===== src/rtl/cdb_arbiter_pkg.sv =====
// Shared CDB widths, source ids and the round-robin pick helper.
package cdb_arbiter_pkg;

  localparam int TAG_W     = 4;
  localparam int DATA_W    = 32;
  localparam int CDB_SRC_W = 2;

  localparam logic [CDB_SRC_W-1:0] CDB_SRC_ALU = 2'd0;
  localparam logic [CDB_SRC_W-1:0] CDB_SRC_LS  = 2'd1;
  localparam logic [CDB_SRC_W-1:0] CDB_SRC_BR  = 2'd2;

  typedef struct packed {
    logic                 vld;
    logic [CDB_SRC_W-1:0] src;
  } cdb_grant_t;

  // First requester at or after ptr in ALU->LS->BR order; ptr==3 behaves as ALU.
  function automatic cdb_grant_t rr_pick(input logic [2:0] req,
                                         input logic [CDB_SRC_W-1:0] ptr);
    cdb_grant_t g;
    int start;
    int idx;
    g     = '0;
    start = (ptr == 2'd3) ? 0 : int'(ptr);
    // Walk farthest-first so the nearest requester is the one left standing.
    for (int k = 2; k >= 0; k--) begin
      idx = start + k;
      if (idx >= 3) idx = idx - 3;
      if (req[idx]) begin
        g.vld = 1'b1;
        g.src = CDB_SRC_W'(idx);
      end
    end
    return g;
  endfunction

  function automatic logic [CDB_SRC_W-1:0] rr_next(input logic [CDB_SRC_W-1:0] src);
    return (src == CDB_SRC_BR) ? CDB_SRC_ALU : src + 2'd1;
  endfunction

endpackage


===== src/rtl/cdb_src_fifo.sv =====
// Small per-producer result queue; full/empty derived only from the entry count.
module cdb_src_fifo #(
  parameter int W     = 36,
  parameter int DEPTH = 2
) (
  input  logic         clk,
  input  logic         rst,
  input  logic         flush,
  input  logic         push,
  input  logic [W-1:0] din,
  output logic         full,
  input  logic         pop,
  output logic [W-1:0] dout,
  output logic         empty
);

  localparam int PW = (DEPTH > 1) ? $clog2(DEPTH) : 1;
  localparam int CW = $clog2(DEPTH + 1);

  logic [W-1:0]  mem_q [DEPTH];
  logic [PW-1:0] wr_q, wr_d, rd_q, rd_d;
  logic [CW-1:0] cnt_q, cnt_d;
  logic          do_push, do_pop;

  assign full    = (cnt_q == CW'(DEPTH));
  assign empty   = (cnt_q == '0);
  assign dout    = mem_q[rd_q];
  assign do_push = push && !full;
  assign do_pop  = pop && !empty;

  // Next pointers/count; pointers wrap naturally since DEPTH is a power of two.
  always_comb begin
    wr_d  = wr_q;
    rd_d  = rd_q;
    cnt_d = cnt_q;
    if (flush) begin
      wr_d  = '0;
      rd_d  = '0;
      cnt_d = '0;
    end else begin
      if (do_push) wr_d = wr_q + 1'b1;
      if (do_pop)  rd_d = rd_q + 1'b1;
      cnt_d = cnt_q + CW'(do_push) - CW'(do_pop);
    end
  end

  // Pointer/count registers.
  always_ff @(posedge clk) begin
    if (!rst) begin
      wr_q  <= '0;
      rd_q  <= '0;
      cnt_q <= '0;
    end else begin
      wr_q  <= wr_d;
      rd_q  <= rd_d;
      cnt_q <= cnt_d;
    end
  end

  // Storage write; flush and reset drop the incoming entry.
  always_ff @(posedge clk) begin
    if (rst && !flush && do_push) mem_q[wr_q] <= din;
  end

endmodule


===== src/rtl/cdb_arbiter.sv =====
// Three producer queues feeding a round-robin arbiter and a registered CDB broadcast.
module cdb_arbiter #(
  parameter int TAG_W   = cdb_arbiter_pkg::TAG_W,
  parameter int DATA_W  = cdb_arbiter_pkg::DATA_W,
  parameter int Q_DEPTH = 2
) (
  input  logic                             clk,
  input  logic                             rst,
  input  logic                             flush,
  input  logic                             alu_valid,
  output logic                             alu_ready,
  input  logic [TAG_W-1:0]                 alu_tag,
  input  logic [DATA_W-1:0]                alu_data,
  input  logic                             ls_valid,
  output logic                             ls_ready,
  input  logic [TAG_W-1:0]                 ls_tag,
  input  logic [DATA_W-1:0]                ls_data,
  input  logic                             br_valid,
  output logic                             br_ready,
  input  logic [TAG_W-1:0]                 br_tag,
  input  logic [DATA_W-1:0]                br_data,
  output logic                             cdb_valid,
  output logic [cdb_arbiter_pkg::CDB_SRC_W-1:0] cdb_src,
  output logic [TAG_W-1:0]                 cdb_tag,
  output logic [DATA_W-1:0]                cdb_data
);

  import cdb_arbiter_pkg::*;

  localparam int W = TAG_W + DATA_W;

  logic [2:0]           push, pop, full, empty;
  logic [W-1:0]         din  [3];
  logic [W-1:0]         dout [3];
  logic [W-1:0]         sel;
  cdb_grant_t           grant;
  logic [CDB_SRC_W-1:0] rr_q, rr_d, src_q, src_d;
  logic                 valid_q, valid_d;
  logic [TAG_W-1:0]     tag_q, tag_d;
  logic [DATA_W-1:0]    data_q, data_d;

  assign din[0] = {alu_tag, alu_data};
  assign din[1] = {ls_tag, ls_data};
  assign din[2] = {br_tag, br_data};
  assign push   = {br_valid, ls_valid, alu_valid};

  for (genvar i = 0; i < 3; i++) begin : g_q
    cdb_src_fifo #(.W(W), .DEPTH(Q_DEPTH)) u_fifo (
      .clk   (clk),
      .rst   (rst),
      .flush (flush),
      .push  (push[i]),
      .din   (din[i]),
      .full  (full[i]),
      .pop   (pop[i]),
      .dout  (dout[i]),
      .empty (empty[i])
    );
  end

  assign alu_ready = ~full[0];
  assign ls_ready  = ~full[1];
  assign br_ready  = ~full[2];

  // Pick a winner from current queue heads; flush suppresses the pop and the broadcast.
  always_comb begin
    grant   = rr_pick(~empty, rr_q);
    pop     = '0;
    rr_d    = rr_q;
    valid_d = 1'b0;
    src_d   = src_q;
    tag_d   = tag_q;
    data_d  = data_q;
    case (grant.src)
      CDB_SRC_LS: sel = dout[1];
      CDB_SRC_BR: sel = dout[2];
      default:    sel = dout[0];
    endcase
    if (grant.vld && !flush) begin
      pop             = 3'b001 << grant.src;
      rr_d            = rr_next(grant.src);
      valid_d         = 1'b1;
      src_d           = grant.src;
      {tag_d, data_d} = sel;
    end
  end

  // Round-robin pointer and broadcast registers; payload holds when idle.
  always_ff @(posedge clk) begin
    if (!rst) begin
      rr_q    <= CDB_SRC_ALU;
      valid_q <= 1'b0;
      src_q   <= '0;
      tag_q   <= '0;
      data_q  <= '0;
    end else begin
      rr_q    <= rr_d;
      valid_q <= valid_d;
      src_q   <= src_d;
      tag_q   <= tag_d;
      data_q  <= data_d;
    end
  end

  assign cdb_valid = valid_q;
  assign cdb_src   = src_q;
  assign cdb_tag   = tag_q;
  assign cdb_data  = data_q;

endmodule


===== config.mk =====
export PLATFORM = sky130hd
export DESIGN_NAME = cdb_arbiter
export DESIGN_NICKNAME = d
export VERILOG_FILES = /design/src/rtl/cdb_arbiter_pkg.sv /design/src/rtl/cdb_src_fifo.sv /design/src/rtl/cdb_arbiter.sv
export SDC_FILE = /design/constraint.sdc
export NUM_CORES = 1
export LEC_CHECK = 0
export CAP_MARGIN = 10
export CORE_MARGIN = 1.5
export CORE_UTILIZATION = 50
export CTS_CLUSTER_SIZE = 28
export DETAILED_ROUTE_END_ITERATION = 8
export PLACE_DENSITY_LB_ADDON = 0.25
export SLEW_MARGIN = 5
export SYNTH_ARGS = -nofsm -noshare
export SYNTH_HDL_FRONTEND = slang
export SYNTH_SLANG_ARGS = --single-unit

===== constraint.sdc =====
create_clock -name clk -period 9.7 [get_ports clk]
set_clock_uncertainty 0.1 [all_clocks]
set_input_delay 1.94 -clock clk [delete_from_list [all_inputs] [get_ports clk]]
set_output_delay 1.94 -clock clk [all_outputs]
set_load 0.01 [all_outputs]

==> flow_metrics.env <==
export IMPL_outcome="finished clean"
export IMPL_nets=985
export IMPL_syn_area_mm2=0.0110
export IMPL_dp_hpwl_mm=15.1
export IMPL_hold_violations=0
export IMPL_crit_path_cell_trace="inv_1 -> ha_1 -> or3b_1 -> a2111oi_1 -> ha_2 -> nor3b_2 -> ha_1 -> inv_1 -> ha_1 -> xor2_1 -> xnor2_1 -> nor2_1"
export IMPL_core_mm2=0.0218
export IMPL_worstHoldPathType="register to register"
export IMPL_port_buffers=155
export IMPL_wl_met1_mm=9.82
export IMPL_postCtsResizedCells=0
export IMPL_grt_pass1_vias=6890
export IMPL_areaGrowthSynthToFinish_pct=25.5
export IMPL_postLayoutCoreUtil_pct=63.7
export IMPL_cts_sinks=272
export IMPL_r2r_slack_ns=5.30
export IMPL_final_common_cell="edfxtp_1"
export IMPL_start_util_pct=50.8
export IMPL_setup_slack_ns=5.30
export IMPL_synth_nets=841
export IMPL_synth_ff_type="edfxtp_1"
export IMPL_clkTransAtPathRegs_ns=0.06
export IMPL_drc=0
export IMPL_grt_total_usage_pct=21.0
export IMPL_cts_setup_buffers=0
export IMPL_antenna_cells=0
export IMPL_clk_latency_ns=0.53
export IMPL_final_cell_mix="edfxtp_1, clkdlybuf4s50_1, mux2_2"
export IMPL_antenna_found_initial=0
export IMPL_ys_warn_count=0
export IMPL_seq_area_frac_synth_pct=68.9
export IMPL_drt_initial_drc_count=391
export IMPL_dr_wl_met3_mm=1.46
export IMPL_ant_nets=0
export IMPL_yosysUniqueCellTypes=42
export IMPL_netlist_area_leader_share_pct=58.7
export IMPL_finalCritPeriodShare_pct=45.3
export IMPL_cp_required_ns=10.00
export IMPL_wl_met2_mm=12.0
export IMPL_maxUsedRoutingLayer="met4"
export IMPL_start_kind="register"
export IMPL_wl_per_cell_um=20.5
export IMPL_overflow=0
export IMPL_maxSlewHeadroom_pct=21.2
export IMPL_maxSlewViolCount=0
export IMPL_crit_slowest_cell="ha_2"
export IMPL_slowest_delay_ns=0.97
export IMPL_p_leak_uw=0.00487
export IMPL_fin_tns_setup_ns=0
export IMPL_hold_buffers=0
export IMPL_cts_tree="yes"
export IMPL_setup_violations=0
export IMPL_ir_drop_uv=148
export IMPL_drive_gt1_share_pct=20.3
export IMPL_fin_crit_ns=4.40
export IMPL_die_height_um=152
export IMPL_grt_max_degree=82
export IMPL_fmax_mhz=227
export IMPL_clockBufferDepth=3
export IMPL_dr_pass1_iters=5
export IMPL_cap_viol_max_count=0
export IMPL_ys_ff_latch=272
export IMPL_vias=6419
export IMPL_crit_arrival_ns=4.70
export IMPL_netlist_instances=715
export IMPL_worstSetupPathType="register to register"
export IMPL_critPathMaxFanout=38
export IMPL_async_flop_share_pct=0
export IMPL_grt_pass1_wl_mm=36.3
export IMPL_die_area_mm2=0.0230
export IMPL_place_congestion=0.851
export IMPL_cp_common_cell="ha_1"
export IMPL_cts_buffers=28
export IMPL_wl_mm=23.8
export IMPL_yosys_area_top_type="edfxtp_1"
export IMPL_power_density_mw_per_mm2=200
export IMPL_via_per_inst=5.53
export IMPL_fp_dieW_um=152
export IMPL_pin_count=156
export IMPL_place_ws_ns=4.83
export IMPL_num_rows=54
export IMPL_synth_area_leaders="edfxtp_1, mux2_2, dfxtp_1"
export IMPL_cts_root_buffer="clkbuf_16"
export IMPL_synth_edff_count=216
export IMPL_cts_htree_levels=1
export IMPL_rsz0062_at_grt="false"
export IMPL_cp_end_kind="register"
export IMPL_avgSynthCellArea_um2=15.4
export IMPL_worstMarginPinSlew_ns=1.18
[cells in the mapped netlist (all sizes together), types with 4 or more instances]
library cell and number:
a21o 36, a22oi 36, and2 6, and3 6, buf 13, clkbuf 33
dfxtp 56, edfxtp 216, ha 12, inv 10, mux2 108, mux2i 46
nand2 47, nand2b 7, nor2 10, nor3b 4, o21ai 37, xnor2 6
[cell families after synthesis]
| kind of cell | after synthesis | synth area share (%) |
|---|---|---|
| compound gates | 123 | 7.68 |
| xor+xnor | 9 | 0.714 |
| fa+ha+maj | 14 | 1.55 |
| buf+inv | 56 | 2.21 |
| flops | 272 | 68.9 |
| mux | 154 | 15.2 |
| simple gates | 87 | 3.76 |
[per-stage QoR]
step,total power [uW],instances,area [um^2],hold WS [ns]
after global routing,2870,1161,13900,0.402
after detailed placement,1600,1109,12800,0.362
final,2780,1161,13900,0.376
after floorplan,1480,715,11000,0.351
after CTS,2800,1161,13900,0.378
after global placement,1590,1109,12800,0.355
[metal layers]
layer  vias up  track usage [%]
li1       2984                -
met1      3186             27.0
met2       212             36.6
met3        37             2.81
met4         0             7.26
met5         -                0
[power breakdown]
part	switching [uW]	leakage, uW	internal, uW	total, uW
clock network	435	0.000514	765	1200
logic	125	0.00194	132	257
registers	22.3	0.00242	1300	1320
[sequential cells by signal, summed over array words and instances (netlist names), named ones only]
| name | flops |
|---|---|
| g_q.u_fifo.cnt_q | 6 |
| cdb_valid | 1 |
| rr_q | 2 |
| g_q.u_fifo.rd_q | 3 |
| cdb_src | 2 |
| cdb_tag | 4 |
| g_q.u_fifo.wr_q | 3 |
| g_q.u_fifo.mem_q | 216 |
| cdb_data | 32 |
[critical path, delay by kind of cell, from the launching register on]
| family | cells | cell delay (ns) |
|---|---|---|
| AO/OA/AOI/OAI | 1 | 0.71 |
| AND/OR/NAND/NOR | 3 | 0.77 |
| flip-flops | 1 | 0.37 |
| XOR/XNOR | 2 | 0.36 |
| buffers and inverters | 2 | 0.11 |
| adder cells (fa/ha/maj) | 4 | 1.84 |
[worst paths after layout]
kind               startpoint                     end  cells past startpoint
setup / recovery      rr_q[0]  g_q[2].u_fifo.cnt_q[1]                     12
hold / removal    cdb_data[2]             cdb_data[2]                      2
setup reg to reg      rr_q[0]  g_q[2].u_fifo.cnt_q[1]                     12
hold reg to reg   cdb_data[2]             cdb_data[2]                      2
[final cells by class]
| class | instances | area [um^2] |
|---|---|---|
| Fill cell | 1561 | 7900 |
| Sequential cell | 272 | 7610 |
| Multi-Input combinational cell | 387 | 3220 |
| Timing Repair Buffer | 160 | 1580 |
| Clock buffer | 35 | 757 |
| Tap cell | 280 | 350 |
| Clock inverter | 17 | 297 |
| Inverter | 10 | 37.5 |
(Power assumes the default switching activity.)
